### src/rtl/arb_client_if.sv
// Local-job and arbiter-lane signals of one requester agent.
// master: the agent itself. slave: the job source and arbiter side.
interface arb_client_if #(
  parameter int LEN_W = 4
);
  logic             job_valid;
  logic [LEN_W-1:0] job_len;
  logic             job_ready;
  logic             req;
  logic             grant;
  logic             beat_valid;
  logic             beat_last;
  logic [LEN_W-1:0] beat_idx;
  logic             done;
  logic             timeout_err;
  logic             busy;

  modport master (
    input  job_valid, job_len, grant,
    output job_ready, req, beat_valid, beat_last, beat_idx, done, timeout_err, busy
  );

  modport slave (
    output job_valid, job_len, grant,
    input  job_ready, req, beat_valid, beat_last, beat_idx, done, timeout_err, busy
  );
endinterface

### src/rtl/arb_client.sv
// Requester agent for one arbiter lane: takes a job, requests the lane, issues
// len beats while granted (stalling on preemption), then releases the lane for one cycle.
module arb_client #(
  parameter int LEN_W   = 4,
  parameter int TIMEOUT = 16
) (
  input  logic         clk,
  input  logic         rst,
  arb_client_if.master bus
);
  localparam int WAIT_W   = (TIMEOUT > 0) ? $clog2(TIMEOUT + 1) : 1;
  localparam int WAIT_LIM = (TIMEOUT > 0) ? TIMEOUT - 1 : 0;

  typedef enum logic [1:0] {IDLE, REQ, XFER, RELEASE} state_t;

  state_t            r_state;
  logic [LEN_W-1:0]  r_len;
  logic [WAIT_W-1:0] r_wait;
  logic              r_job_ready;
  logic              r_req;
  logic              r_beat_valid;
  logic              r_beat_last;
  logic [LEN_W-1:0]  r_beat_idx;
  logic              r_done;
  logic              r_timeout_err;
  logic              r_busy;

  logic [LEN_W-1:0]  w_next_idx;
  logic [LEN_W-1:0]  w_last_idx;

  // While stalled, r_beat_idx holds the last issued beat, so the next beat is always +1.
  assign w_next_idx = r_beat_idx + LEN_W'(1);
  assign w_last_idx = r_len - LEN_W'(1);

  always_ff @(posedge clk or posedge rst) begin
    if (rst) begin
      r_state       <= IDLE;
      r_len         <= '0;
      r_wait        <= '0;
      r_job_ready   <= 1'b1;
      r_req         <= 1'b0;
      r_beat_valid  <= 1'b0;
      r_beat_last   <= 1'b0;
      r_beat_idx    <= '0;
      r_done        <= 1'b0;
      r_timeout_err <= 1'b0;
      r_busy        <= 1'b0;
    end else begin
      r_done        <= 1'b0;
      r_timeout_err <= 1'b0;
      case (r_state)
        IDLE: begin
          if (bus.job_valid && r_job_ready) begin
            r_state     <= REQ;
            r_len       <= (bus.job_len == '0) ? LEN_W'(1) : bus.job_len;
            r_wait      <= '0;
            r_req       <= 1'b1;
            r_job_ready <= 1'b0;
            r_busy      <= 1'b1;
          end
        end
        REQ: begin
          // Grant takes priority over an expiry in the same cycle.
          if (bus.grant) begin
            r_state      <= XFER;
            r_beat_valid <= 1'b1;
            r_beat_idx   <= '0;
            r_beat_last  <= (w_last_idx == '0);
          end else if ((TIMEOUT > 0) && (r_wait == WAIT_W'(WAIT_LIM))) begin
            r_state       <= RELEASE;
            r_req         <= 1'b0;
            r_timeout_err <= 1'b1;
          end else begin
            r_wait <= r_wait + WAIT_W'(1);
          end
        end
        XFER: begin
          if (r_beat_valid && r_beat_last) begin
            r_state      <= RELEASE;
            r_req        <= 1'b0;
            r_done       <= 1'b1;
            r_beat_valid <= 1'b0;
            r_beat_last  <= 1'b0;
            r_beat_idx   <= '0;
          end else if (bus.grant) begin
            r_beat_valid <= 1'b1;
            r_beat_idx   <= w_next_idx;
            r_beat_last  <= (w_next_idx == w_last_idx);
          end else begin
            r_beat_valid <= 1'b0;
            r_beat_last  <= 1'b0;
          end
        end
        RELEASE: begin
          r_state     <= IDLE;
          r_job_ready <= 1'b1;
          r_busy      <= 1'b0;
        end
        default: begin
          r_state     <= IDLE;
          r_req       <= 1'b0;
          r_job_ready <= 1'b1;
          r_busy      <= 1'b0;
        end
      endcase
    end
  end

  assign bus.job_ready   = r_job_ready;
  assign bus.req         = r_req;
  assign bus.beat_valid  = r_beat_valid;
  assign bus.beat_last   = r_beat_last;
  assign bus.beat_idx    = r_beat_idx;
  assign bus.done        = r_done;
  assign bus.timeout_err = r_timeout_err;
  assign bus.busy        = r_busy;
endmodule

### src/flat_wrapper.sv
// flat-port wrapper written by rule: the top's interface ports become plain ports
module arb_client_flat 
#(
  parameter int LEN_W   = 4,
  parameter int TIMEOUT = 16
)
  (clk, rst, bus_job_valid, bus_job_len, bus_grant, bus_job_ready, bus_req, bus_beat_valid, bus_beat_last, bus_beat_idx, bus_done, bus_timeout_err, bus_busy);
  arb_client_if #(.LEN_W(LEN_W)) bus_i ();
  input  logic clk;
  input  logic rst;
  input wire logic [$bits(bus_i.job_valid)-1:0] bus_job_valid;
  input wire logic [$bits(bus_i.job_len)-1:0] bus_job_len;
  input wire logic [$bits(bus_i.grant)-1:0] bus_grant;
  output wire logic [$bits(bus_i.job_ready)-1:0] bus_job_ready;
  output wire logic [$bits(bus_i.req)-1:0] bus_req;
  output wire logic [$bits(bus_i.beat_valid)-1:0] bus_beat_valid;
  output wire logic [$bits(bus_i.beat_last)-1:0] bus_beat_last;
  output wire logic [$bits(bus_i.beat_idx)-1:0] bus_beat_idx;
  output wire logic [$bits(bus_i.done)-1:0] bus_done;
  output wire logic [$bits(bus_i.timeout_err)-1:0] bus_timeout_err;
  output wire logic [$bits(bus_i.busy)-1:0] bus_busy;
  assign bus_i.job_valid = bus_job_valid;
  assign bus_i.job_len = bus_job_len;
  assign bus_i.grant = bus_grant;
  assign bus_job_ready = bus_i.job_ready;
  assign bus_req = bus_i.req;
  assign bus_beat_valid = bus_i.beat_valid;
  assign bus_beat_last = bus_i.beat_last;
  assign bus_beat_idx = bus_i.beat_idx;
  assign bus_done = bus_i.done;
  assign bus_timeout_err = bus_i.timeout_err;
  assign bus_busy = bus_i.busy;
  arb_client #(.LEN_W(LEN_W), .TIMEOUT(TIMEOUT)) u_core (.clk(clk), .rst(rst), .bus(bus_i));
endmodule
### config.mk
export PLATFORM = sky130hd
export DESIGN_NAME = arb_client_flat
export DESIGN_NICKNAME = d
export VERILOG_FILES = /design/src/rtl/arb_client_if.sv /design/src/rtl/arb_client.sv /design/src/flat_wrapper.sv
export SDC_FILE = /design/constraint.sdc
export NUM_CORES = 1
export LEC_CHECK = 0
export ABC_AREA = 1
export BUFFER_PORTS_ARGS = -buffer_cell sky130_fd_sc_hd__buf_4
export CAP_MARGIN = 25
export CORE_MARGIN = 2
export CORE_UTILIZATION = 30
export DETAILED_ROUTE_END_ITERATION = 7
export GPL_TIMING_DRIVEN = 0
export SLEW_MARGIN = 5
export SYNTH_ARGS = -nofsm -noshare
export SYNTH_HDL_FRONTEND = slang
export SYNTH_SLANG_ARGS = --single-unit
### constraint.sdc
create_clock -name clk -period 2.09 [get_ports clk]
set_input_delay 0.5225 -clock clk [delete_from_list [all_inputs] [get_ports clk]]
set_output_delay 0.5225 -clock clk [all_outputs]
set_load 0.01 [all_outputs]
==> out/summary.txt <==
Status -> finished, final reports clean
Peak VDD IR -> 0.0005991 V
Non-filler cells, final -> 245
Final setup violation count -> 0
Max Root-Sink Buffers -> 2
Final GP Congestion -> 0.7675
TritonCTS clock tree -> yes
Crit path buffers/inverters -> 2
Unrepaired setup endpoints after global routing -> no
Layout Nets -> 211
Fraction of layout cells with a size suffix above 1 -> 0.1917
Slew headroom -> 0.4306
Largest area contributor in the netlist -> dfrtp_1
Worst-Skew Late Latency -> 0.27 ns
Cell row count -> 24
Synthesized cell area -> 0.001336 sq mm
Max Freq -> 599.9 MHz
Final Hold Viols -> 0
Routed via count -> 1,109
Worst EP required -> 2.30 ns
Crit Path Class -> reg -> reg
WP data arrival -> 1.87 ns
Post-synthesis cell count -> 171
Top-area cell type share of the netlist area -> 0.3933
Largest net degree at the start of global routing -> 23
Critical-path top delay cell -> dfrtp_1
Setup tns final -> 0 ns
YS warnings -> 0
Chip width -> 70.74 microns
Filler instances -> 478
Post-detail-place hpwl -> 2.009 mm
Worst slew pin tran -> 0.8532 ns
Gr usage total -> 0.1100
Synth area leaders -> dfrtp_1, nand2_1, ha_1, inv_1, o21ai_0
Fin crit share -> 0.7975
Worst setup EP type -> flop
Final Slew Violations -> 0
Io pins -> 19
Psw -> 0.001027 W
CP max stage delay -> 0.42 ns
Grt ovf -> 0
Die footprint -> 0.005004 sq mm
Combinational share of power -> 0.526
Switch share -> 0.4414
Vias in the first global route -> 1,017
Cell area after layout -> 0.001608 sq mm
Aggregate routed wire length -> 2.630 mm
DR iter-0 viols -> 34
CP Cell Sequence -> ha_1 > nand2_1 > nor2_1 > ha_1 > inv_1 > nand2_2 > o21ai_2 > nand3_4 > clkinv_2 > nand2_1 > a21oi_1
Min cycle time layout -> 1.667 ns
ANT cells -> 0
Setup crit start kind -> flop
Port bufs -> 18
Avg Synthesized Cell Area -> 7.815 sq um
Place WS -> 0.4322 ns
Resized Gates After CTS -> 0
# Max-Cap Violations -> 0
Setup WS post-layout -> 0.4231 ns
Leak pwr -> 0.7942 nW
Post-placement cell count -> 241
Global-route wire length before repair -> 4.436 mm
Initial Utilization -> 0.3090
Vias per cell -> 4.527
Synthesis-to-layout area growth -> 20.32%
P_int -> 0.001300 W
Critical path's top delay family -> flip-flops
Pwr/cell area -> 1447 mW/mm^2
Clk_skew -> 0.008553 ns
Height of the die -> 70.74 microns
Hold buffers post-CTS -> 0
Antenna Nets Post-Route -> 0
Drt pass-1 iters -> 5
Setup repair bufs after CTS -> 0
Initial antenna violation count -> 0
Flop pwr share -> 0.298
Core area -> 0.004324 sq mm
Clock Power Share -> 0.175
CTS Root Cell -> clkbuf_8
Clock sinks -> 22
# DRC -> 0
DR WL/cell -> 10.73 microns
Post-DP Area -> 0.001536 sq mm
Hold Crit Class -> in -> async
Sequential cell area fraction in the yosys report -> 0.4129
Unique masters post-synth -> 25
FF+latch count, synth -> 22
TritonCTS Buffers -> 3
Clock transition at path regs -> 0.09 ns
Syn nets -> 188
CTS H-tree lvls -> 1
Worst Path Max Fanout -> 6
-- cell families after synthesis --
group,Yosys count,synth area share
fa+ha+maj,9,0.08427
mux,1,0.007491
simple gates,81,0.2818
compound gates,30,0.1264
buf+inv,26,0.07397
xor+xnor,2,0.01311
flops,22,0.4129
-- sequential cells by signal, summed over array words and instances (netlist names) --
signal,flops
u_core.bus.timeout_err,1
u_core.r_len,4
u_core.r_wait,5
u_core.bus.beat_valid,1
u_core.bus.beat_idx,4
u_core.bus.req,1
u_core.bus.job_ready,1
u_core.bus.busy,1
u_core.bus.beat_last,1
u_core.bus.done,1
u_core.r_state,2
-- layout by cell type (no fill, tap or decap) --
cell       count
nand2_1       53
inv_1         21
dfrtp_1       21
buf_4         18
o21ai_0       14
nor2_1        12
ha_1           9
a21oi_1        7
nand3_1        6
inv_2          4
o21ai_1        4
o22ai_1        3
clkbuf_8       3
nor2_4         2
nand4_1        2
xor2_1         2
nand2_4        1
nand3_2        1
nor3_4         1
o21ai_4        1
nand2_2        1
o21ai_2        1
nand3_4        1
clkinv_2       1
mux2i_1        1
nor4_1         1
bufinv_16      1
dfstp_2        1
-- cell usage after synthesis --
cell type,n
nand2_1,53
dfrtp_1,21
inv_1,21
o21ai_0,14
nor2_1,12
ha_1,9
a21oi_1,7
nand3_1,6
inv_2,4
o21ai_1,4
o22ai_1,3
nand4_1,2
nor2_4,2
xor2_1,2
clkinv_2,1
dfstp_2,1
mux2i_1,1
nand2_2,1
nand2_4,1
nand3_2,1
nand3_4,1
nor3_4,1
nor4_1,1
o21ai_2,1
o21ai_4,1
-- metrics by stage --
step             util  power (W)  hold WS [ns]
6_report       0.3718   0.002327        0.4214
5_1_grt        0.3718   0.002554        0.4739
4_1_cts        0.3718   0.002362        0.4608
3_5_place_dp   0.3553   0.001938        0.4783
3_3_place_gp   0.3553   0.001920        0.4780
2_1_floorplan       -   0.001615        0.4803
-- power groups by stage --
stage          Clock, W  Combinational (W)  Sequential [W]
3_3_place_gp          0            0.00121        0.000707
5_1_grt        0.000437            0.00140        0.000720
6_report       0.000408            0.00123        0.000694
4_1_cts        0.000423            0.00124        0.000696
3_5_place_dp          0            0.00123        0.000705
2_1_floorplan         0           0.000903        0.000712
-- path summary, 6_finish.rpt --
path / from / endpoint / slack [ns] / cells after the start
setup / recovery: u_core.r_wait[0]$_DFFE_PP0P_ / u_core.r_wait[2]$_DFFE_PP0P_ / 0.42 / 11
max in group asynchronous: rst / u_core.bus.beat_idx[2]$_DFFE_PP0P_ / 1.14 / 2
hold reg to reg: u_core.bus.busy$_DFFE_PP0P_ / u_core.bus.busy$_DFFE_PP0P_ / 0.50 / 2
setup reg to reg: u_core.r_wait[0]$_DFFE_PP0P_ / u_core.r_wait[2]$_DFFE_PP0P_ / 0.42 / 11
hold / removal: rst / u_core.bus.done$_DFF_PP0_ / 0.42 / 2
min in group clk: bus_job_len[1] / u_core.r_len[1]$_DFFE_PP0P_ / 0.47 / 3
-- metal layers --
layer | vias to the layer above | GRT usage | routed length (microns)
li1 | 596 | - | -
met1 | 487 | 0.1435 | 1304
met2 | 21 | 0.1786 | 1175
met3 | 5 | 0.01425 | 85
met4 | 0 | 0.05660 | 65
met5 | - | 0 | 0
-- area by class of cell --
| cell class | instances | area (sq um) | share of cell area |
|---|---|---|---|
| clock inverter | 1 | 30.03 | 0.01868 |
| tap | 52 | 65.06 | 0.04047 |
| inverter | 26 | 98.84 | 0.06148 |
| timing repair buffer | 18 | 135.1 | 0.08405 |
| multi-input combinational | 123 | 685.7 | 0.4265 |
| sequential | 22 | 551.8 | 0.3432 |
| clock buffer | 3 | 41.29 | 0.02568 |
Note: power is estimated with default switching activity, not from simulation.
